==> config.mk <==
export PLATFORM = sky130hd
export DESIGN_NAME = song_transport
export DESIGN_NICKNAME = d
export VERILOG_FILES = /design/src/rtl/song_transport_pkg.sv /design/src/rtl/song_transport_tick_nco.sv /design/src/rtl/song_transport.sv
export SDC_FILE = /design/constraint.sdc
export NUM_CORES = 1
export LEC_CHECK = 0
export CORE_MARGIN = 1.5
export CORE_UTILIZATION = 52
export DETAILED_ROUTE_END_ITERATION = 10
export GPL_ROUTABILITY_DRIVEN = 0
export PLACE_DENSITY = 0.69
export SYNTH_ARGS = -nofsm -noshare
export SYNTH_HDL_FRONTEND = slang
export SYNTH_SLANG_ARGS = --single-unit
==> constraint.sdc <==
create_clock -name i_clk -period 6.45 [get_ports i_clk]
set_input_delay 1.935 -clock i_clk [delete_from_list [all_inputs] [get_ports i_clk]]
set_output_delay 1.935 -clock i_clk [all_outputs]
set_load 0.01 [all_outputs]
==> src/rtl/song_transport_pkg.sv <==
// rtl/song_transport_pkg.sv - transport state encoding and tempo constant shared with song_player
package song_transport_pkg;

  // Transport states; the encoding is also decoded by song_player
  typedef enum logic [1:0] {
    ST_STOPPED = 2'd0,
    ST_PLAYING = 2'd1,
    ST_PAUSED  = 2'd2
  } transport_state_t;

  // Phase increment per BPM unit, rounded to nearest:
  // steps * subticks * 2^phase_bits / (60 * clk_freq)
  function automatic longint tempo_k(input longint clk_freq, input longint steps,
                                     input longint subticks, input longint phase_bits);
    longint num;
    longint den;
    num = (steps * subticks) << phase_bits;
    den = 60 * clk_freq;
    return (num + den / 2) / den;
  endfunction

endpackage

==> src/rtl/song_transport_tick_nco.sv <==
// rtl/song_transport_tick_nco.sv - BPM-scaled phase accumulator producing a raw carry strobe
module song_transport_tick_nco #(
  parameter int                    PHASE_BITS = 32,
  parameter logic [PHASE_BITS-1:0] K          = '0
) (
  input  logic       i_clk,
  input  logic       i_rst_n,
  input  logic [7:0] i_bpm,
  input  logic       i_hold,
  input  logic       i_clear,
  output logic       o_tick_raw
);

  logic [PHASE_BITS-1:0] r_inc;
  logic [PHASE_BITS-1:0] r_acc;
  logic [PHASE_BITS-1:0] w_inc_next;
  logic [PHASE_BITS:0]   w_sum;

  assign w_inc_next = PHASE_BITS'(i_bpm) * K;
  assign w_sum      = {1'b0, r_acc} + {1'b0, r_inc};
  // Carry is a pure function of the registers so the parent can gate it
  // with hold/clear without forming a combinational loop.
  assign o_tick_raw = w_sum[PHASE_BITS];

  // Increment follows bpm with one cycle of latency; clear beats hold
  always_ff @(posedge i_clk) begin
    if (!i_rst_n) begin
      r_inc <= '0;
      r_acc <= '0;
    end else begin
      r_inc <= w_inc_next;
      if (i_clear) begin
        r_acc <= '0;
      end else if (!i_hold) begin
        r_acc <= w_sum[PHASE_BITS-1:0];
      end
    end
  end

endmodule

==> src/rtl/song_transport.sv <==
// rtl/song_transport.sv - tempo/transport generator: play/pause/stop FSM, song position, end-of-song
module song_transport
  import song_transport_pkg::*;
#(
  parameter int  CLK_FREQ       = 16000000,
  parameter int  PHASE_BITS     = 32,
  parameter int  STEPS_PER_BEAT = 4,
  parameter int  SUBTICKS       = 8,
  parameter int  ROWS_PER_BAR   = 16,
  parameter int  BAR_BITS       = 6,
  localparam int SUB_W          = $clog2(SUBTICKS),
  localparam int ROW_W          = $clog2(ROWS_PER_BAR)
) (
  input  logic                i_clk,
  input  logic                i_rst_n,
  input  logic [7:0]          i_bpm,
  input  logic                i_cmd_play,
  input  logic                i_cmd_pause,
  input  logic                i_cmd_stop,
  input  logic                i_loop_en,
  input  logic [BAR_BITS-1:0] i_song_len_bars,
  output logic                o_tick,
  output logic                o_row_strobe,
  output logic [SUB_W-1:0]    o_subtick,
  output logic [ROW_W-1:0]    o_row,
  output logic [BAR_BITS-1:0] o_bar,
  output logic                o_playing,
  output logic                o_song_end
);

  localparam logic [PHASE_BITS-1:0] K =
    PHASE_BITS'(tempo_k(longint'(CLK_FREQ), longint'(STEPS_PER_BEAT),
                        longint'(SUBTICKS), longint'(PHASE_BITS)));
  localparam logic [SUB_W-1:0] SUB_MAX = SUB_W'(SUBTICKS - 1);
  localparam logic [ROW_W-1:0] ROW_MAX = ROW_W'(ROWS_PER_BAR - 1);

  transport_state_t    r_state;
  transport_state_t    w_state_next;
  logic [SUB_W-1:0]    r_sub;
  logic [ROW_W-1:0]    r_row;
  logic [BAR_BITS-1:0] r_bar;
  logic                r_tick;
  logic                r_row_strobe;
  logic                r_song_end;

  logic                w_carry;
  logic                w_hold;
  logic                w_clear;
  logic                w_start;
  logic                w_adv;
  logic                w_wrap;
  logic                w_end_stop;
  logic                w_at_end;
  logic [BAR_BITS-1:0] w_last_bar;

  song_transport_tick_nco #(
    .PHASE_BITS (PHASE_BITS),
    .K          (K)
  ) u_nco (
    .i_clk      (i_clk),
    .i_rst_n    (i_rst_n),
    .i_bpm      (i_bpm),
    .i_hold     (w_hold),
    .i_clear    (w_clear),
    .o_tick_raw (w_carry)
  );

  // A zero song length behaves as a one-bar song
  assign w_last_bar = (i_song_len_bars == '0) ? '0 : i_song_len_bars - 1'b1;
  // >= also catches a song shortened below the current bar mid-play
  assign w_at_end   = (r_sub == SUB_MAX) && (r_row == ROW_MAX) && (r_bar >= w_last_bar);

  // Next state and NCO control; stop beats play beats pause
  always_comb begin
    w_state_next = r_state;
    w_hold       = 1'b1;
    w_clear      = 1'b0;
    w_start      = 1'b0;
    w_adv        = 1'b0;
    w_wrap       = 1'b0;
    w_end_stop   = 1'b0;
    case (r_state)
      ST_STOPPED: begin
        w_clear = 1'b1;
        if (i_cmd_play && !i_cmd_stop) begin
          w_state_next = ST_PLAYING;
          w_start      = 1'b1;
        end
      end
      ST_PLAYING: begin
        if (i_cmd_stop) begin
          w_state_next = ST_STOPPED;
          w_clear      = 1'b1;
        end else if (i_cmd_pause && !i_cmd_play) begin
          w_state_next = ST_PAUSED;
        end else begin
          w_hold = 1'b0;
        end
      end
      ST_PAUSED: begin
        if (i_cmd_stop) begin
          w_state_next = ST_STOPPED;
          w_clear      = 1'b1;
        end else if (i_cmd_play) begin
          // Accumulation restarts on the following cycle from the held phase
          w_state_next = ST_PLAYING;
        end
      end
      default: begin
        w_state_next = ST_STOPPED;
        w_clear      = 1'b1;
      end
    endcase
    w_adv      = w_carry && !w_hold;
    w_wrap     = w_adv && w_at_end && i_loop_en;
    w_end_stop = w_adv && w_at_end && !i_loop_en;
    if (w_end_stop) begin
      w_state_next = ST_STOPPED;
      w_clear      = 1'b1;
    end
  end

  // Transport state register
  always_ff @(posedge i_clk) begin
    if (!i_rst_n) begin
      r_state <= ST_STOPPED;
    end else begin
      r_state <= w_state_next;
    end
  end

  // Position counters and one-cycle strobes, all registered
  always_ff @(posedge i_clk) begin
    if (!i_rst_n) begin
      r_sub        <= '0;
      r_row        <= '0;
      r_bar        <= '0;
      r_tick       <= 1'b0;
      r_row_strobe <= 1'b0;
      r_song_end   <= 1'b0;
    end else begin
      r_tick       <= 1'b0;
      r_row_strobe <= 1'b0;
      r_song_end   <= 1'b0;
      if (w_start) begin
        r_sub        <= '0;
        r_row        <= '0;
        r_bar        <= '0;
        r_tick       <= 1'b1;
        r_row_strobe <= 1'b1;
      end else if (w_end_stop) begin
        r_sub      <= '0;
        r_row      <= '0;
        r_bar      <= '0;
        r_song_end <= 1'b1;
      end else if (w_clear) begin
        r_sub <= '0;
        r_row <= '0;
        r_bar <= '0;
      end else if (w_wrap) begin
        r_sub        <= '0;
        r_row        <= '0;
        r_bar        <= '0;
        r_tick       <= 1'b1;
        r_row_strobe <= 1'b1;
        r_song_end   <= 1'b1;
      end else if (w_adv) begin
        r_sub        <= r_sub + 1'b1;
        r_tick       <= 1'b1;
        r_row_strobe <= (r_sub == SUB_MAX);
        if (r_sub == SUB_MAX) begin
          r_row <= r_row + 1'b1;
          if (r_row == ROW_MAX) begin
            r_bar <= r_bar + 1'b1;
          end
        end
      end
    end
  end

  assign o_tick       = r_tick;
  assign o_row_strobe = r_row_strobe;
  assign o_subtick    = r_sub;
  assign o_row        = r_row;
  assign o_bar        = r_bar;
  assign o_playing    = (r_state == ST_PLAYING);
  assign o_song_end   = r_song_end;

endmodule
# After elaboration in Yosys (flattened, before gate mapping)
# Cells that the tools add are included.
# op_classes
reduce_logical	22
n_eq_ne	7
multipliers	1
bitwise_logic	1
addsub	5
magnitude_cmp	1
mux	28
# op_table
op	count
32-bit by 32-bit adder with 33-bit output	1
1-bit two-way mux	21
8-bit by 8-bit multiplier with 16-bit output, second input constant	1
2-bit two-way mux	5
1-bit logical AND	8
2-bit OR reduction	4
6-bit by 1-bit adder with 6-bit output, second input constant	1
6-bit >= comparator	1
6-bit logical NOT	1
6-bit two-way mux	1
2-bit one-hot mux with 3 select lines	1
3-bit AND reduction	2
6-bit by 1-bit subtractor with 6-bit output, second input constant	1
5-bit OR reduction	1
4-bit by 1-bit adder with 4-bit output, second input constant	1
4-bit equality test, second input constant	1
1-bit logical NOT	4
3-bit by 1-bit adder with 3-bit output, second input constant	1
3-bit equality test, second input constant	1
3-bit by 2-bit inequality test with 1-bit output, second input constant	1
3-bit inequality test, second input constant	1
2-bit by 1-bit equality test with 1-bit output, second input constant	1
2-bit equality test, second input constant	1
2-bit logical NOT	1
3 further kinds	3
# totals
register_bits	82
in_bits	20
output_inout_bits	17
wordCells	75

# Logic depth before layout (Yosys ltp)
# logic_depth
word_depth	13
mapped_depth	15

# By module
# A second synthesis with hierarchy kept.
# hier_totals
hier_cells	581
area_unflattened_um2	4943.5
# by_module_without_submodules
mod	seq_area_each_um2	area_each_um2	n_inst	cells_per_inst
song_transport_tick_nco	960.9	3744.8	1	434
song_transport	360.3	1198.6	1	147

# Worst setup path after synthesis
# Ideal clock, no wire load.
# synth_timing
path_kind	input to register
from	input port i_bpm[0]
to	register u_nco.r_inc[14]
arrival_ns	5.083
slack_ns	1.240
required_ns	6.322
path_stages	14
path_cell_list	ha_1 -> fa_1 -> ha_1 -> inv_1 -> fa_1 -> inv_1 -> ha_1 -> a21o_1 -> a21o_1 -> a2111oi_0 -> o311a_1 -> a21oi_1 -> xnor2_1 -> nor2_1
# synth_via
elab_chain_len	1
# synth_lines
item	line	text
from (decl)	song_transport.sv:16	input logic [7:0] i_bpm,
8-bit by 8-bit multiplier with 16-bit output	song_transport_tick_nco.sv:19	assign w_inc_next = PHASE_BITS'(i_bpm) * K;
to (signal assigned)	song_transport_tick_nco.sv:31	r_inc <= w_inc_next;
to (decl)	song_transport_tick_nco.sv:14	logic [PHASE_BITS-1:0] r_inc;
# Every way passes these cells.
# A chain may end at the register's enable or synchronous reset.

# Worst setup path after layout
# Ends and elaborated chain as after synthesis.

==> results.md <==
* Status: finished, final reports clean
* Hold Path Sink: u_nco.r_acc[12]
* Reg2reg setup slack at 2.86 ns
* Vias in the first global route at 3,737
* # IOs at 37
* Mux cell area share after synthesis at 1.245%
* ANT cells at 0
* CP delay by family, top: adder cells
* Synth cell types at 63
* Worst Path Required at 6.66 ns
* Setup violations, final at 0
* Synth async-reset ratio at 0%
* Synth cell count leaders: dfxtp_1, ha_1, nor2_1
* Nets@finish at 715
* Share of cells above drive strength 1 at 5.987%
* DP HPWL at 7.610 mm
* Cell with the most instances after synthesis: dfxtp_1
* Critical Path Slowest Stage Cell: a2111oi_0
* Chip width at 100.3 um
* Peak VDD IR at 0.0001259 V
* # port buffers at 36
* Area contributors post-synth: dfxtp_1, ha_1, fa_1
* CP Launch Type: input pin
* FF+latch count, synth at 66
* Num CTS Buffers at 9
* Die area at 10,070 sq um
* Root Driver: clkbuf_8
* Hold path depth at 2
* Max H-tree Level at 3
* Largest net degree at the start of global routing at 35
* Initial antenna violation count at 0
* Synthesized instance count at 580
* Total Wirelength at 9.895 mm
* Clock buffer depth at 2
* Post-DRT Antenna Nets at 0
* Least-Margin Pin Slew at 1.189 ns
* Pleak at 0.002399 uW
* Fin area at 5570 sq um
* HP Start: u_nco.r_acc[12]
* Via count at 3,979
* Synth Area in Adders at 23.01%
* Reg2Reg Depth at 10
* Path type of the worst setup path: in2reg
* Launch point of the critical path: i_bpm[0]
* WP buf/inv at 3
* Post-synthesis simple-gate area fraction at 19.69%
* Avg Inst Size Synth at 8.493 sq um
* Clk pin slew, worst setup/hold paths at 0.06 ns
* Area grow syn2layout at 13.08%
* Vias per cell at 5.458
* Compound-gate portion of the synthesized area at 16.61%
* Combinational family with the most area after synthesis: adder cells
* Top-area cell type share of the netlist area at 26.82%
* Syn nets at 681
* Final Power at 1248 uW
* Synth area leader: dfxtp_1
* Iter 0 DRT Violations at 131
* Row cnt at 35
* Slew Limit Fails at 0
* Crit Path Max Fanout at 4
* Num Clock Sinks at 66
* Clock skew at 0.01338 ns
* # hold bufs at CTS at 0
* Crit share post-route at 88.14%
* Post-synth EDFFs at 0
* Die Height at 100.3 um
* CTS tree: yes
* Post-cts gate resize count at 0
* Minimum clock period at 5.685 ns
* DRC viols at 0
* Setup TNS Final at 0 ns
* Area after DPL at 5354 sq um
* Global Route Usage Sum at 20.58%
* Top_reg_cell synth: dfxtp_1
* Seq/Total Area, Yosys at 26.82%
* 1st-pass router iterations at 4
* Syn. warnings at 0
* Worst flop-to-flop path startpoint: u_nco.r_acc[0]
* WL/cell at 13.57 um
* Post-CTS Setup Inserts at 0
* WHS at 0.4615 ns
* Worst EP arrival at 5.90 ns
* Power Density at 224.0 nW/um^2
* CP Capture Type: flip-flop
* Core area at 9196 sq um
* Xor and xnor area share after synthesis at 6.223%
* Reg2reg end: u_nco.r_acc[2]
* Post-Syn Area at 4926 sq um
* Fmax at 175.9 MHz
* First-pass GRT wire length at 16.76 mm
* Worst relative slew slack at 20.72%
* RSZ-0062 raised after global routing: false
* Hold Path Class: reg2reg
* GRT overflow at 0
* Cell mode on critical path: ha_1
* Starting Density at 53.56%
* CP peak stage delay at 0.60 ns
* Final Hold Fails at 0
* Crit path cell chain: clkdlybuf4s50_1 -> ha_1 -> fa_1 -> ha_1 -> inv_1 -> fa_1 -> inv_1 -> ha_1 -> a21o_1 -> a21o_1 -> a2111oi_0 -> o311a_1 -> a21oi_1 -> xnor2_1 -> nor2_1
* Clock latency on the worst-skew pair at 0.34 ns
* Max_cap viols at 0
==> worst max-delay path by stage <==
stage,slack (ns),cells past startpoint,endpoint
global placement,0.47,15,u_nco.r_inc[14]
CTS,0.78,15,u_nco.r_inc[14]
finish,0.76,15,u_nco.r_inc[14]
global route,0.58,15,u_nco.r_inc[14]
detailed placement,0.45,15,u_nco.r_inc[14]
floorplan,1.24,14,u_nco.r_inc[14]
==> flip-flops by register name, summed over array words and instances (netlist names) <==
register / count
o_song_end: 1
r_state: 2
o_row_strobe: 1
u_nco.r_inc: 16
o_row: 4
o_subtick: 3
o_tick: 1
u_nco.r_acc: 32
o_bar: 6
==> layout make-up <==
class / instances / area, sq um
Fill cell: 828 / 3626
Multi-Input combinational cell: 439 / 3289
Sequential cell: 66 / 1321
Timing Repair Buffer: 39 / 382.9
Inverter: 59 / 221.5
Tap cell: 111 / 138.9
Clock buffer: 10 / 137.6
Clock inverter: 5 / 78.83
==> metal layers <==
layer | GRT usage [%] | part of all wire, % | up-vias
li1 | - | - | 2079
met1 | 27.60 | 51 | 1823
met2 | 33.02 | 45 | 66
met3 | 4.526 | 2.8 | 11
met4 | 6.609 | 1.2 | 0
met5 | 0 | 0 | -
==> layout by cell type (no fill, tap or decap), types with 13 or more instances in the layout <==
| master | synthesis | routed |
|---|---|---|
| inv_1 | 59 | 59 |
| nor2_1 | 63 | 63 |
| a21oi_1 | 45 | 45 |
| ha_1 | 65 | 65 |
| nand3_1 | 19 | 19 |
| nor3_1 | 13 | 13 |
| dfxtp_1 | 66 | 66 |
| clkdlybuf4s50_1 | 0 | 36 |
| fa_1 | 16 | 16 |
| xor2_1 | 17 | 17 |
| xnor2_1 | 18 | 18 |
| nand2_1 | 40 | 40 |
| o21ai_0 | 24 | 24 |
==> metrics by stage <==
step,setup slack [ns],utilization [%],instances
6_report,0.7647,60.57,729
5_1_grt,0.5773,60.57,729
4_1_cts,0.7807,60.57,729
3_5_place_dp,0.4532,58.22,714
3_3_place_gp,0.4692,58.22,714
2_1_floorplan,1.240,-,580
==> worst min-delay path: stages (launching register included) <==
cell,delay [ns]
dfxtp_1,0.31
nand2_1,0.05
a21oi_1,0.05
==> cell families after synthesis <==
| kind of cell | count (synthesis) |
|---|---|
| compound gates | 120 |
| xor+xnor | 35 |
| fa+ha+maj | 81 |
| buf+inv | 75 |
| flops | 66 |
| mux | 6 |
| simple gates | 197 |
==> power by group <==
part / leakage (uW) / switching, uW / internal, uW / total (uW)
clock: 0.000112 / 160 / 225 / 385
combinational: 0.00175 / 228 / 183 / 412
sequential: 0.000536 / 12.7 / 438 / 451
total: 0.00240 / 401 / 847 / 1250
Power figures use the tool's default switching activity.
